## config.mk

```make
export PLATFORM = sky130hd
export DESIGN_NAME = muxnx1_rr_flat
export DESIGN_NICKNAME = d
export VERILOG_FILES = /design/src/rtl/muxnx1_rr_if.sv /design/src/rtl/muxnx1_rr.sv /design/src/flat_wrapper.sv
export SDC_FILE = /design/constraint.sdc
export NUM_CORES = 1
export LEC_CHECK = 0
export ABC_AREA = 0
export BUFFER_PORTS_ARGS = -buffer_cell sky130_fd_sc_hd__buf_4
export CORE_MARGIN = 2
export CORE_UTILIZATION = 48
export CTS_BUF_LIST = sky130_fd_sc_hd__clkbuf_4
export DETAILED_ROUTE_END_ITERATION = 10
export PLACE_DENSITY = 0.95
export REMOVE_ABC_BUFFERS = 1
export SLEW_MARGIN = 20
export SYNTH_ARGS = -nofsm -noshare
export SYNTH_HDL_FRONTEND = slang
export SYNTH_SLANG_ARGS = --single-unit
```

## constraint.sdc

```tcl
create_clock -name clk -period 4.3 [get_ports clk]
set_clock_uncertainty 0.05 [all_clocks]
set_input_delay 0.645 -clock clk [delete_from_list [all_inputs] [get_ports clk]]
set_output_delay 0.645 -clock clk [all_outputs]
set_load 0.05 [all_outputs]
```

## src/rtl/muxnx1_rr_if.sv

```systemverilog
// Handshake bundle between N request channels and one registered output beat.
// The master drives requests, selection and downstream accept; the slave (mux) returns accepts and the beat.
interface muxnx1_rr_if #(
  parameter int N  = 4,
  parameter int W  = 8,
  parameter int CW = 2
);
  logic            mode;
  logic [CW-1:0]   sel;
  logic [N-1:0]    in_valid;
  logic [N*W-1:0]  in_data;
  logic [N-1:0]    in_ready;
  logic            out_valid;
  logic [W-1:0]    out_data;
  logic [CW-1:0]   out_ch;
  logic            out_ready;

  modport master (
    output mode, sel, in_valid, in_data, out_ready,
    input  in_ready, out_valid, out_data, out_ch
  );

  modport slave (
    input  mode, sel, in_valid, in_data, out_ready,
    output in_ready, out_valid, out_data, out_ch
  );
endinterface

```

## src/rtl/muxnx1_rr.sv

```systemverilog
// N:1 mux with fixed-select or round-robin arbitration into a single output register.
// One cycle latency, full throughput; in_ready is combinational and only fires when the register can load.
module muxnx1_rr #(
  parameter int N  = 4,
  parameter int W  = 8,
  parameter int CW = 2
) (
  input  logic        clk,
  input  logic        reset,
  muxnx1_rr_if.slave  bus
);

  logic            out_valid_q, out_valid_d;
  logic [W-1:0]    out_data_q,  out_data_d;
  logic [CW-1:0]   out_ch_q,    out_ch_d;
  logic [CW-1:0]   ptr_q,       ptr_d;

  logic            can_load;
  logic            req;
  logic            grant;
  logic [CW-1:0]   cand;
  int              idx;

  always_comb begin
    can_load = !out_valid_q || bus.out_ready;
    req      = 1'b0;
    cand     = '0;
    idx      = 0;
    if (!bus.mode) begin
      if ((int'(bus.sel) < N) && bus.in_valid[bus.sel]) begin
        req  = 1'b1;
        cand = bus.sel;
      end
    end else begin
      // Scan from the far end back toward ptr so the nearest requester is written last.
      for (int k = N - 1; k >= 0; k--) begin
        idx = int'(ptr_q) + k;
        if (idx >= N) idx = idx - N;
        if (bus.in_valid[idx]) begin
          req  = 1'b1;
          cand = CW'(idx);
        end
      end
    end
    grant = can_load && req && !reset;
  end

  always_comb begin
    bus.in_ready = '0;
    for (int i = 0; i < N; i++) begin
      bus.in_ready[i] = grant && (cand == CW'(i));
    end
  end

  always_comb begin
    out_valid_d = out_valid_q;
    out_data_d  = out_data_q;
    out_ch_d    = out_ch_q;
    ptr_d       = ptr_q;
    if (grant) begin
      out_valid_d = 1'b1;
      out_data_d  = bus.in_data[int'(cand)*W +: W];
      out_ch_d    = cand;
      ptr_d       = (cand == CW'(N - 1)) ? '0 : cand + CW'(1);
    end else if (can_load) begin
      out_valid_d = 1'b0;
    end
  end

  always_ff @(posedge clk or posedge reset) begin
    if (reset) begin
      out_valid_q <= 1'b0;
      out_data_q  <= '0;
      out_ch_q    <= '0;
      ptr_q       <= '0;
    end else begin
      out_valid_q <= out_valid_d;
      out_data_q  <= out_data_d;
      out_ch_q    <= out_ch_d;
      ptr_q       <= ptr_d;
    end
  end

  assign bus.out_valid = out_valid_q;
  assign bus.out_data  = out_data_q;
  assign bus.out_ch    = out_ch_q;

endmodule

```

## src/flat_wrapper.sv

```systemverilog
// flat-port wrapper written by rule: the top's interface ports become plain ports
module muxnx1_rr_flat 
#(
  parameter int N  = 4,
  parameter int W  = 8,
  parameter int CW = 2
)
  (clk, reset, bus_mode, bus_sel, bus_in_valid, bus_in_data, bus_out_ready, bus_in_ready, bus_out_valid, bus_out_data, bus_out_ch);
  muxnx1_rr_if #(.N(N), .W(W), .CW(CW)) bus_i ();
  input  logic clk;
  input  logic reset;
  input wire logic [$bits(bus_i.mode)-1:0] bus_mode;
  input wire logic [$bits(bus_i.sel)-1:0] bus_sel;
  input wire logic [$bits(bus_i.in_valid)-1:0] bus_in_valid;
  input wire logic [$bits(bus_i.in_data)-1:0] bus_in_data;
  input wire logic [$bits(bus_i.out_ready)-1:0] bus_out_ready;
  output wire logic [$bits(bus_i.in_ready)-1:0] bus_in_ready;
  output wire logic [$bits(bus_i.out_valid)-1:0] bus_out_valid;
  output wire logic [$bits(bus_i.out_data)-1:0] bus_out_data;
  output wire logic [$bits(bus_i.out_ch)-1:0] bus_out_ch;
  assign bus_i.mode = bus_mode;
  assign bus_i.sel = bus_sel;
  assign bus_i.in_valid = bus_in_valid;
  assign bus_i.in_data = bus_in_data;
  assign bus_i.out_ready = bus_out_ready;
  assign bus_in_ready = bus_i.in_ready;
  assign bus_out_valid = bus_i.out_valid;
  assign bus_out_data = bus_i.out_data;
  assign bus_out_ch = bus_i.out_ch;
  muxnx1_rr #(.N(N), .W(W), .CW(CW)) u_core (.clk(clk), .reset(reset), .bus(bus_i));
endmodule
```

Word-level counts from Yosys, hierarchy flattened
Index checks and enable logic that the tools add are counted.
{"block": "totals", "out_inout_bits": 15, "ff_bits": 13}
{"block": "op_classes", "addsub": 8, "n_eq_ne": 3, "shift": 1, "mux": 37, "order_cmp": 9, "reduce_logical": 11}
{"operator": "2-to-1 mux 32 bit", "count": 8}
{"operator": "less-than comparator 32 x 4 -> 1 bit, second input constant", "count": 4}
{"operator": ">= comparator 32 x 4 -> 1 bit, second input constant", "count": 3}
{"operator": "subtractor 32 x 4 -> 32 bit, second input constant", "count": 3}
{"operator": "variable part select 32 x 6 -> 8 bit", "count": 1}
{"operator": "2-to-1 mux 1 bit", "count": 17}
{"operator": "2-to-1 mux 2 bit", "count": 7}
{"operator": "binary-select mux 1 bit (select 2 bit)", "count": 5}
{"operator": "adder 2 x 2 -> 3 bit, second input constant", "count": 2}
{"operator": "logical AND 1 bit", "count": 6}
{"operator": "== test 2 bit, second input constant", "count": 2}
{"operator": "subtractor 2 x 3 -> 4 bit, second input constant", "count": 1}
{"operator": "adder 2 x 1 -> 3 bit, second input constant", "count": 1}
{"operator": ">= comparator 2 x 3 -> 1 bit, second input constant", "count": 1}
{"operator": "less-than comparator 2 x 3 -> 1 bit, second input constant", "count": 1}
{"operator": "adder 2 x 1 -> 2 bit, second input constant", "count": 1}
{"operator": "== test 2 x 1 -> 1 bit, second input constant", "count": 1}
{"operator": "logical NOT 1 bit", "count": 2}
{"operator": "logical NOT 2 bit", "count": 1}
{"operator": "nonzero test 2 bit", "count": 1}
{"operator": "logical OR 1 bit", "count": 1}

Logic depth before layout (Yosys ltp)
{"block": "depth", "word_depth": 15, "depth_mapped": 8, "depth_no_buf": 6}

Worst setup path after synthesis
No wires, ideal clock.
{"block": "synth_timing", "path_kind": "input to output", "start": "in bus_sel[1]", "end": "out bus_in_ready[0]", "path_stages": 8, "path_slack_ns": 0.965, "required_time_ns": 3.605, "arrival_ns": 2.640, "cell_sequence": "or2_2 > o22ai_2 > a21oi_1 > or3_1 > buf_2 > or2_1 > buf_6 > nor2_1"}
{"block": "synth_between", "elab_chain_len": 7}
{"item": "from (decl)", "line": "flat_wrapper.sv:13", "text": "input wire logic [$bits(bus_i.sel)-1:0] bus_sel;"}
{"item": "binary-select mux 1 bit (select 2 bit)", "line": "muxnx1_rr.sv:30", "text": "if ((int'(bus.sel) < N) && bus.in_valid[bus.sel]) begin"}
{"item": "2-to-1 mux 1 bit (implied by the code)", "line": "muxnx1_rr.sv:30"}
{"item": "2-to-1 mux 1 bit", "line": "muxnx1_rr.sv:30"}
{"item": "2-to-1 mux 1 bit", "line": "muxnx1_rr.sv:29", "text": "if (!bus.mode) begin"}
{"item": "logical AND 1 bit (2 in a row)", "line": "muxnx1_rr.sv:45", "text": "grant = can_load && req && !reset;"}
{"item": "logical AND 1 bit *", "line": "muxnx1_rr.sv:51", "text": "bus.in_ready[i] = grant && (cand == CW'(i));"}
{"item": "to (decl)", "line": "flat_wrapper.sv:17", "text": "output wire logic [$bits(bus_i.in_ready)-1:0] bus_in_ready;"}
Every way passes the cells marked *; elsewhere a longest branch is shown, timed or not. The select of a mux whose other input is x is not followed.

Worst setup path in the final report
Same ends and word-level chain as after synthesis.

==> metrics.cfg <==
[run_status]
status=finished clean

[routing]
wl_per_cell_microns=14.7
drt_pass1_iterations=4
post-route-drc-count=0
vias=954
detail_route.iter0.violations=13
viasPerCell=5.42
antenna_left=0
finalWirelength_mm=2.58

[cells_and_area]
multiInputGateArea_sq_um=563
n_antenna_cell=0
areaGrowthSynthToFinish_pct=49.5
fillers=134
nets=192
final_cells=176
final_cell_area_sq_um=1410
drive_gt1_frac=0.503
register_area_sq_um=325

[synthesis]
ys.flop_type=dfrtp_1
synth_edf_count=0
synth_warnings=0
synth_common_cells=mux2i_1 (18), dfrtp_1 (13), nand2_1 (9)
synth_area_leader_cell=dfrtp_1
yosysSeqAreaShare=0.345
synth_area_leaders=dfrtp_1 (34%), mux2i_1 (19%), o221ai_2 (13%), nand2_1 (3.6%), a21oi_1 (2.7%)
syn_area_sq_um=943
syn_inst=92
async_flop_share=1.00
synth_top_cell_area_share=0.345
synth_seq_cells=13
synth.distinct_cells=31
synth.most_common_cell=mux2i_1
syn_avg_cell_area_sq_um=10.3

[clocking]
ctsResizeCount=0
clock_latency_ns=0.28
cts-root-buf=clkbuf_4
cts_made_buffers=3
htree_levels=1
cts_sinks=13
cts_tree=done
cts_buffer_depth=2
post_cts_buffers=0
hold_buffers=0
path_clk_slew_ns=0.08

[timing]
worstMarginPinSlew_ns=0.524
slew_violations=0
hold_violations=0
fin_crit_sh=0.806
finalSetupTns_ns=0
rsz0062_at_grt=no
finalSetupViolCount=0
fin_crit_ns=3.46
fmax_mhz=289
relSlewSlack=0.651

[setup_path]
max_stage_delay_ns=0.58
critPathRequiredTime_ns=3.61
crit_top_cell=buf_4
path_class=input port to primary output
cp-startpoint=bus_sel[1]
cp-start-kind=input port
cp_slowest_cell=or3_1
cp_max_fo=16
cp-end-kind=primary output
crit_chain=buf_4 > or2_2 > o22ai_2 > a21oi_1 > or3_1 > or2_1 > nor2_1 > buf_4
cp.arrival_ns=2.77
r2r-start=u_core.ptr_q[1]$_DFFE_PP0P_

[worst_hold_path]
hold_class=input port to asynchronous set/reset pin

[grt]
grt.overflow.total=0
grt_max_degree=17
grt_pass1_vias=1052
antenna_found_initial=0
grt_usage=0.247
grt_pass1_wl_mm=4.46

[place]
portBuffers=56
dpl.cell_count=172
gp_congestion=0.862
dp_hpwl_mm=2.10
place_area_sq_um=1380

[floorplan]
coreArea_sq_um=1900
die_w_microns=48.3
start_util=0.496
die_area_sq_um=2340
die_h_microns=48.3
io_pins=57
fp-row-count=16

[power]
peakVddDrop_mv=0.386
powerDensity_nw_per_um2=441
cellLeakagePower_nw=0.734

[flow_run]
drv_cap=0

## registers in the layout (all words and copies together), names as in the netlist
register / cells
u_core.bus.out_data: 8
u_core.ptr_q: 2
u_core.bus.out_valid: 1
u_core.bus.out_ch: 2
## area by class of cell
type | instances | share of cell area
timing repair buffer | 59 | 0.314
inverter | 4 | 0.0106
sequential | 13 | 0.231
clock buffer | 4 | 0.0213
multi-input combinational | 69 | 0.399
tap | 27 | 0.0240
## worst max-delay path: cells and delay by family
kind	cells	cell delay (ns)
buffers and inverters	2	0.32
and+or+nand+nor	4	1.56
AOI/OAI and AO/OA	2	0.23
## final timing paths
kind,slack [ns],endpoint,cells after the start
max reg2reg,1.88,u_core.bus.out_data[4]$_DFFE_PP0P_,6
max in group asynchronous,3.54,u_core.bus.out_ch[0]$_DFFE_PP0P_,2
min reg2reg,0.46,u_core.bus.out_data[3]$_DFFE_PP0P_,2
min in group clk,0.46,u_core.bus.out_data[3]$_DFFE_PP0P_,2
max,0.84,bus_in_ready[0],8
min,0.34,u_core.bus.out_data[6]$_DFFE_PP0P_,2
## cell usage in the layout (no fill, tap or decap), drive strengths merged, types with 3 or more instances in the layout
master  instances
nand2b          3
clkbuf          4
inv             4
mux2i          18
a21oi           5
o221ai          8
buf            59
nand2           9
nor2            4
nor2b           3
dfrtp          13
## report_power, final
group / total (mW) / switching, mW / internal [mW]
registers: 0.185 / 0.0263 / 0.158
logic: 0.356 / 0.220 / 0.135
clock network: 0.0820 / 0.0397 / 0.0423
total: 0.622 / 0.287 / 0.336
## through the flow
step           hold WS (ns)  utilization  power (mW)  setup slack (ns)
2_1_floorplan         0.445            -       0.420             0.698
3_3_place_gp          0.439        0.726       0.530             0.928
3_5_place_dp          0.429        0.726       0.543             0.854
4_1_cts               0.355        0.741       0.623             0.841
5_1_grt               0.366        0.741       0.656             0.703
6_report              0.340        0.741       0.622             0.835
## per-layer routing
metal / up-vias / part of all wire / global-route usage
li1: 456 / - / -
met1: 442 / 0.37 / 0.241
met2: 48 / 0.53 / 0.465
met3: 8 / 0.081 / 0.0772
met4: 0 / 0.024 / 0.124
met5: - / 0 / 0
## cells by family after synthesis
| group | after synthesis | synth area share |
|---|---|---|
| muxes | 19 | 0.203 |
| AOI/OAI and AO/OA | 23 | 0.241 |
| xor gates and xnor gates | 1 | 0.00929 |
| DFF | 13 | 0.345 |
| buffers and inverters | 10 | 0.0583 |
| and+or+nand+nor | 26 | 0.143 |
(Power assumes the default switching activity.)
